[config.mk]
export PLATFORM = sky130hd
export DESIGN_NAME = gate_pulse_decoder
export DESIGN_NICKNAME = d
export VERILOG_FILES = /design/src/rtl/gate_pulse_decoder.sv
export SDC_FILE = /design/constraint.sdc
export NUM_CORES = 1
export LEC_CHECK = 0
export CAP_MARGIN = 15
export CELL_PAD_IN_SITES_DETAIL_PLACEMENT = 2
export CELL_PAD_IN_SITES_GLOBAL_PLACEMENT = 2
export CORE_MARGIN = 10
export CORE_UTILIZATION = 30
export DETAILED_ROUTE_END_ITERATION = 8
export PLACE_DENSITY = 0.78
export SLEW_MARGIN = 20
export SYNTH_ARGS = -nofsm -noshare
export SYNTH_HDL_FRONTEND = slang
export SYNTH_SLANG_ARGS = --single-unit
[constraint.sdc]
create_clock -name sys_clk -period 1.73 [get_ports sys_clk]
set_clock_uncertainty 0.2 [all_clocks]
set_input_delay 0.4325 -clock sys_clk [delete_from_list [all_inputs] [get_ports sys_clk]]
set_output_delay 0.4325 -clock sys_clk [all_outputs]
set_load 0.05 [all_outputs]
[src/rtl/gate_pulse_decoder.sv]
// Recovers a single-cycle trigger pulse from an asynchronous gate level and
// measures the gate high-time in sys_clk cycles, flagging short and long gates.
module gate_pulse_decoder #(
  parameter int MIN_WIDTH = 3,
  parameter int MAX_WIDTH = 15,
  parameter int HOLDOFF   = 2,
  parameter int CNT_W     = 8
) (
  input  logic             sys_clk,
  input  logic             sys_rst_n,
  input  logic             gate_in,
  output logic             en_pulse,
  output logic [CNT_W-1:0] width,
  output logic             width_valid,
  output logic             err_short,
  output logic             err_long,
  output logic             busy
);

  localparam int HOLD_LAST_I = (HOLDOFF == 0) ? 0 : HOLDOFF - 1;

  localparam logic [CNT_W-1:0] MIN_W     = CNT_W'(MIN_WIDTH);
  localparam logic [CNT_W-1:0] MAX_W     = CNT_W'(MAX_WIDTH);
  localparam logic [CNT_W-1:0] HOLD_LAST = CNT_W'(HOLD_LAST_I);
  localparam logic [CNT_W-1:0] CNT_ONE   = CNT_W'(1);

  typedef enum logic [1:0] {
    IDLE     = 2'd0,
    MEASURE  = 2'd1,
    HOLD     = 2'd2,
    WAIT_LOW = 2'd3
  } state_t;

  state_t           state;
  logic             s1;
  logic             s2;
  logic             s3;
  logic             rise;
  logic [CNT_W-1:0] cnt;
  logic [CNT_W-1:0] hold_cnt;

  // s1/s2 form the metastability synchronizer; s3 only serves edge detection.
  always_ff @(posedge sys_clk or negedge sys_rst_n) begin
    if (!sys_rst_n) begin
      s1 <= 1'b0;
      s2 <= 1'b0;
      s3 <= 1'b0;
    end else begin
      s1 <= gate_in;
      s2 <= s1;
      s3 <= s2;
    end
  end

  assign rise = s2 & ~s3;

  // Strobes (en_pulse, width_valid, err_short, err_long) are one-cycle valids
  // with no ready: a consumer must capture width in the cycle width_valid is high.
  always_ff @(posedge sys_clk or negedge sys_rst_n) begin
    if (!sys_rst_n) begin
      state       <= IDLE;
      cnt         <= '0;
      hold_cnt    <= '0;
      en_pulse    <= 1'b0;
      width       <= '0;
      width_valid <= 1'b0;
      err_short   <= 1'b0;
      err_long    <= 1'b0;
      busy        <= 1'b0;
    end else begin
      en_pulse    <= 1'b0;
      width_valid <= 1'b0;
      err_short   <= 1'b0;
      err_long    <= 1'b0;
      unique case (state)
        IDLE: begin
          if (rise) begin
            state    <= MEASURE;
            cnt      <= CNT_ONE;
            en_pulse <= 1'b1;
            busy     <= 1'b1;
          end
        end
        MEASURE: begin
          if (s2) begin
            if (cnt == MAX_W) begin
              err_long <= 1'b1;
              state    <= WAIT_LOW;
            end else begin
              cnt <= cnt + CNT_ONE;
            end
          end else begin
            width       <= cnt;
            width_valid <= 1'b1;
            err_short   <= (cnt < MIN_W);
            hold_cnt    <= '0;
            state       <= HOLD;
          end
        end
        HOLD: begin
          hold_cnt <= hold_cnt + CNT_ONE;
          // A gate already high again when holdoff ends must not retrigger.
          if (hold_cnt == HOLD_LAST) begin
            if (s2) begin
              state <= WAIT_LOW;
            end else begin
              state <= IDLE;
              busy  <= 1'b0;
            end
          end
        end
        WAIT_LOW: begin
          if (!s2) begin
            state <= IDLE;
            busy  <= 1'b0;
          end
        end
        default: begin
          state <= IDLE;
          busy  <= 1'b0;
        end
      endcase
    end
  end

endmodule

; ---- Yosys cells after proc, flatten, opt, wreduce, memory -nomap -nowiden
; Index checks and enable logic that the tools add are counted.
[word_totals]
input_bits = 3
elab_cells = 65
out_inout_bits = 13
register_bits = 34
[op_classes]
n_addsub = 2
reduce_logical = 9
magnitude_cmp = 1
n_eq_ne = 12
bitwise = 3
n_mux = 26
[op_table]
columns = op, count
row1 = 8-bit two-way mux, 4
row2 = 8-bit one-hot mux with 2 select lines, 2
row3 = "8-bit by 1-bit adder with 8-bit output, second input constant", 2
row4 = 1-bit two-way mux, 12
row5 = 2-bit two-way mux, 6
row6 = "2-bit inequality test, second input constant", 6
row7 = "8-bit by 1-bit == test with 1-bit output, second input constant", 1
row8 = "8-bit by 4-bit == test with 1-bit output, second input constant", 1
row9 = "8-bit by 2-bit < comparator with 1-bit output, second input constant", 1
row10 = 2-bit one-hot mux with 4 select lines, 1
row11 = 4-bit AND reduction, 2
row12 = "2-bit == test, second input constant", 2
row13 = 2-bit AND reduction, 2
row14 = 2-bit nonzero test, 2
row15 = "3-bit inequality test, second input constant", 1
row16 = 1-bit one-hot mux with 3 select lines, 1
row17 = 3-bit AND reduction, 1
row18 = 3-bit nonzero test, 1
row19 = "2-bit by 1-bit == test with 1-bit output, second input constant", 1
row20 = 2-bit zero test, 1
row21 = 1-bit inverter, 2
row22 = 1-bit AND, 1

; ---- Longest topological paths before layout
; Gate-level depths: netlist of the first run.
[logic_depth]
depth_word = 4
mapped_depth = 5
ltp_nobuf = 5

; ---- Least setup slack after synthesis of the first run
; OpenSTA, ideal clock, no wires.
[synth_path]
path_kind = flip-flop to flip-flop
from = reg state[1]
to = reg hold_cnt[4]
period_less_slack_ns = 1.600
n_path_buf = 1
stages_incl_launch_ff = 5
t_required_ns = 1.412
setup_ns = 0.118
arrival_time_ns = 1.282
setup_slack_ns = 0.130
path_cell_list = dfrtp_1 or3b_1 buf_2 mux2_2 a21o_1
[synth_via]
elab_chain_len = 3
word_cells_on_any_way = 6
cone_classes = 3 x eq/ne / 1 x mux / 2 x reduce/logical
[synth_rtl]
columns = element, line
row1 = "start, declared", 34  ; state_t state;
row2 = "start signal, assigned", 61  ; state <= IDLE;
row3 = "start signal, assigned", 78  ; state <= MEASURE;
row4 = "start signal, assigned", 88  ; state <= WAIT_LOW;
row5 = 2-bit by 1-bit == test with 1-bit output / 2-bit == test (equally long branches), 75  ; unique case (state)
row6 = 2-bit inequality test (no line) / 2-bit nonzero test (equally long branches), -
row7 = 2-bit AND reduction (no line), -
row8 = "end signal, assigned", 101  ; hold_cnt <= hold_cnt + CNT_ONE;
row9 = "end, declared", 40  ; logic [CNT_W-1:0] hold_cnt;
; Parallel ways exist; a longest one is shown, timed or not.
; A chain may end at the register's enable or synchronous reset.

; ---- Worst setup path in the final report of the first run
[layout_path]
from = reg cnt[5]
to = reg cnt[6]
[layout_via]
elab_chain_len = 4
word_cells_on_any_way = 7
cone_classes = 1 x add/sub / 2 x eq/ne / 3 x mux / 1 x reduce/logical
[layout_rtl]
columns = element, line
row1 = "start, declared", 39  ; logic [CNT_W-1:0] cnt;
row2 = "start signal, assigned", 90  ; cnt <= cnt + CNT_ONE;
row3 = 8-bit by 1-bit adder with 8-bit output, 90
row4 = 8-bit two-way mux, 86  ; if (cnt == MAX_W) begin
row5 = 8-bit two-way mux, 85  ; if (s2) begin
row6 = 8-bit one-hot mux with 2 select lines, 75
; Parallel ways exist; a longest one is shown, timed or not. The select of a mux whose other input is x is not followed.

==> results.yml, run 1 <==
detailed_routing:
  wl_per_cell_um: 22.3
  dr.pass1.iters: 4
  drt-total-wl_mm: 6.17
  ant_nets: 0
  routed_via_density: 5.34
  drt_iter0_markers: 56
  drcViolationCount: 0
  via_count: 1480
pwr:
  ir_drop_uv: 526
  seqPwrFrac: 0.363
  p_int_mw: 2.03
  clkPwrFrac: 0.183
  power.density_nw_per_um2: 1450
  p_comb_frac: 0.454
  swShare: 0.417
  power.switching_mw: 1.45
  power_leakage_nw: 1.07
sta:
  rsz0062_at_grt: "true"
  maxSlewViolCount: 0
  slew-limit-headroom: 0.684
  fin_tns_setup_ns: -0.147
  setup_ws_ns: -0.114
  fin_crit_ns: 1.84
  fmax_mhz: 542
  fin_crit_sh: 1.07
  worst_pin_slew_ns: 0.471
  setup_violations: 2
  hold_viol_final: 0
finish:
  stdcell_count: 277
  final_nets: 211
  antenna_cells: 0
  fillers: 571
  final_common_cell: "nand2_1"
  layout_common_cells: "33 x nand2_1, 24 x dfrtp_1, 21 x buf_4"
  drive_gt1_frac: 0.366
  finalInstanceArea_um2: 2410
  area_delta_synth_final_pct: 44.9
worst_setup_path:
  worst_setup_path_end_kind: "flip-flop"
  arrival_ns: 1.83
  cp.required_ns: 1.72
  critical_path_class: "reg2reg"
  startpoint_type: "flip-flop"
  cp_max_fo: 5
yosys:
  ys.flop_type: "dfrtp_1"
  ys_seq_elements: 34
  yosys_warnings: 0
  netlist.area_leader.share: 0.512
  synthDistinctLibCells: 42
  async_reset_ff_frac: 1.00
  synth.largest_area_cell: "dfrtp_1"
  yosys-top-cells-area: "dfrtp_1 51%, nand2_1 7.5%, mux2i_1 4.8%, nand3_1 3.3%, ha_1 3.0%"
  syn_nets: 176
  postSynthCellCount: 169
  synth_seq_area_share: 0.512
  synth_edf_count: 0
  mappedNetlistArea_um2: 1660
  synth.avg_cell_area_um2: 9.82
floorplan:
  die-width_um: 94.4
  ios: 16
  die_h_um: 94.4
  die_area_um2: 8910
  core-area_um2: 5440
  rows: 27
  start_util: 0.305
clock_network:
  clockRootBuffer: "clkbuf_8"
  hold_buffers: 0
  htreeDepth: 2
  clk_path_buf_depth: 2
  path_clk_slew_ns: 0.07
  cts_tree: "built"
  cts_buffers: 5
  cts.sinks: 34
  clk_latency_ns: 0.29
worst_hold_path:
  hold_class: "reg2reg"
place:
  dp_hpwl_mm: 3.90
  placed_cells: 265
  place_area_um2: 2140
  port_buffers: 15
  routabilityCongestion: 0.869
  post-place-ws_ns: -0.0309
grt:
  grt_max_degree: 35
  grt_pass1_wl_mm: 8.97
  antenna_found_initial: 0
  grt_remaining_overflow: 0
  grt_usage: 0.128
  grt_pass1_vias: 1610
run:
  maxCapViolations: 0
outcome:
  violations: "setup timing"
  status: "complete, but fails checks"
==> metrics by stage <==
step | hold slack (ns) | utilization | total power [mW]
floorplan | -0.0631 | - | 1.86
CTS | 0.161 | 0.418 | 3.26
global route | 0.169 | 0.442 | 3.69
global placement | 0.138 | 0.393 | 2.45
finish | 0.154 | 0.442 | 3.48
detailed placement | 0.143 | 0.393 | 2.57
==> metal layers <==
layer / track usage / wire length, um
met5: 0 / 0
met4: 0.0494 / 189
met3: 0.0246 / 183
met2: 0.208 / 3130
met1: 0.163 / 2670
==> state kept, by name, summed over array words and instances (netlist names) <==
name / cells
err_short: 1
s3: 1
s2: 1
width: 8
cnt: 8
state: 2
busy: 1
en_pulse: 1
err_long: 1
hold_cnt: 8
width_valid: 1
s1: 1
==> Yosys cell counts (2+ instances only) <==
cell type   n
dfrtp_1    34
nand2_1    33
nand3_1    11
mux2i_1     8
o21ai_0     8
inv_1       7
nor4_1      6
nand2b_1    5
buf_2       4
clkbuf_1    4
ha_1        4
nand4_1     4
nor2b_1     4
a211oi_1    2
a21o_1      2
a21oi_1     2
and3_1      2
inv_2       2
mux2_2      2
nor2_1      2
nor3_1      2
==> layout make-up <==
type / instances / area (um2) / share of cell area
clock inverters: 2 / 12.5 / 0.00520
repair buffers: 37 / 458 / 0.190
well taps: 72 / 90.1 / 0.0374
flip-flops and latches: 34 / 863 / 0.359
multi-input cells: 117 / 866 / 0.360
clock buffers: 6 / 82.6 / 0.0343
inverters: 9 / 33.8 / 0.0140
==> worst max-delay path, stage by stage, from the launching register on <==
cell and delay, ns:
dfrtp_2 0.44, buf_4 0.14, nand4_1 0.31, nor4_4 0.35, mux2i_1 0.30
==> worst paths after layout <==
path | slack [ns] | startpoint | cells after the start | endpoint
hold / removal | 0.15 | s1 | 0 | s2
hold reg to reg | 0.15 | s1 | 0 | s2
setup reg to reg | -0.11 | cnt[5] | 4 | cnt[6]
setup / recovery | -0.11 | cnt[5] | 4 | cnt[6]
max in group asynchronous | 0.82 | sys_rst_n | 2 | cnt[4]
min in group asynchronous | 0.30 | sys_rst_n | 2 | width[4]
==> cell families after synthesis <==
family / count (synthesis) / share of synthesized area
multiplexers: 10 / 0.0618
flip-flops: 34 / 0.512
adder cells (fa/ha/maj): 4 / 0.0301
buffers and inverters: 18 / 0.0445
AO/OA/AOI/OAI: 24 / 0.101
AND/OR/NAND/NOR: 79 / 0.250
==> power groups by stage <==
stage	clock network [mW]	registers, mW	logic (mW)
4_1_cts	0.657	1.21	1.39
3_3_place_gp	0	1.19	1.26
5_1_grt	0.702	1.29	1.70
2_1_floorplan	0	1.30	0.556
6_report	0.637	1.26	1.58
3_5_place_dp	0	1.22	1.35
==> timing repair <==
item                                    in CTS  in global routing
pin swaps                                    0                  3
setup buffers                                0                  4
gates cloned                                 0                  0
endpoints found under the setup margin       7                 17
gates resized for setup                      7                 28
(Power assumes the default switching activity.)
==> run 2, diff against run 1 <==
--- a/config.mk
+++ b/config.mk
@@ -5,7 +5,6 @@
 export SDC_FILE = /design/constraint.sdc
 export NUM_CORES = 1
 export LEC_CHECK = 0
-export CAP_MARGIN = 15
 export CELL_PAD_IN_SITES_DETAIL_PLACEMENT = 2
 export CELL_PAD_IN_SITES_GLOBAL_PLACEMENT = 2
 export CORE_MARGIN = 10
==> results of run 2 <==
The final DEF is identical to that of run 1; final timing and power are the same.
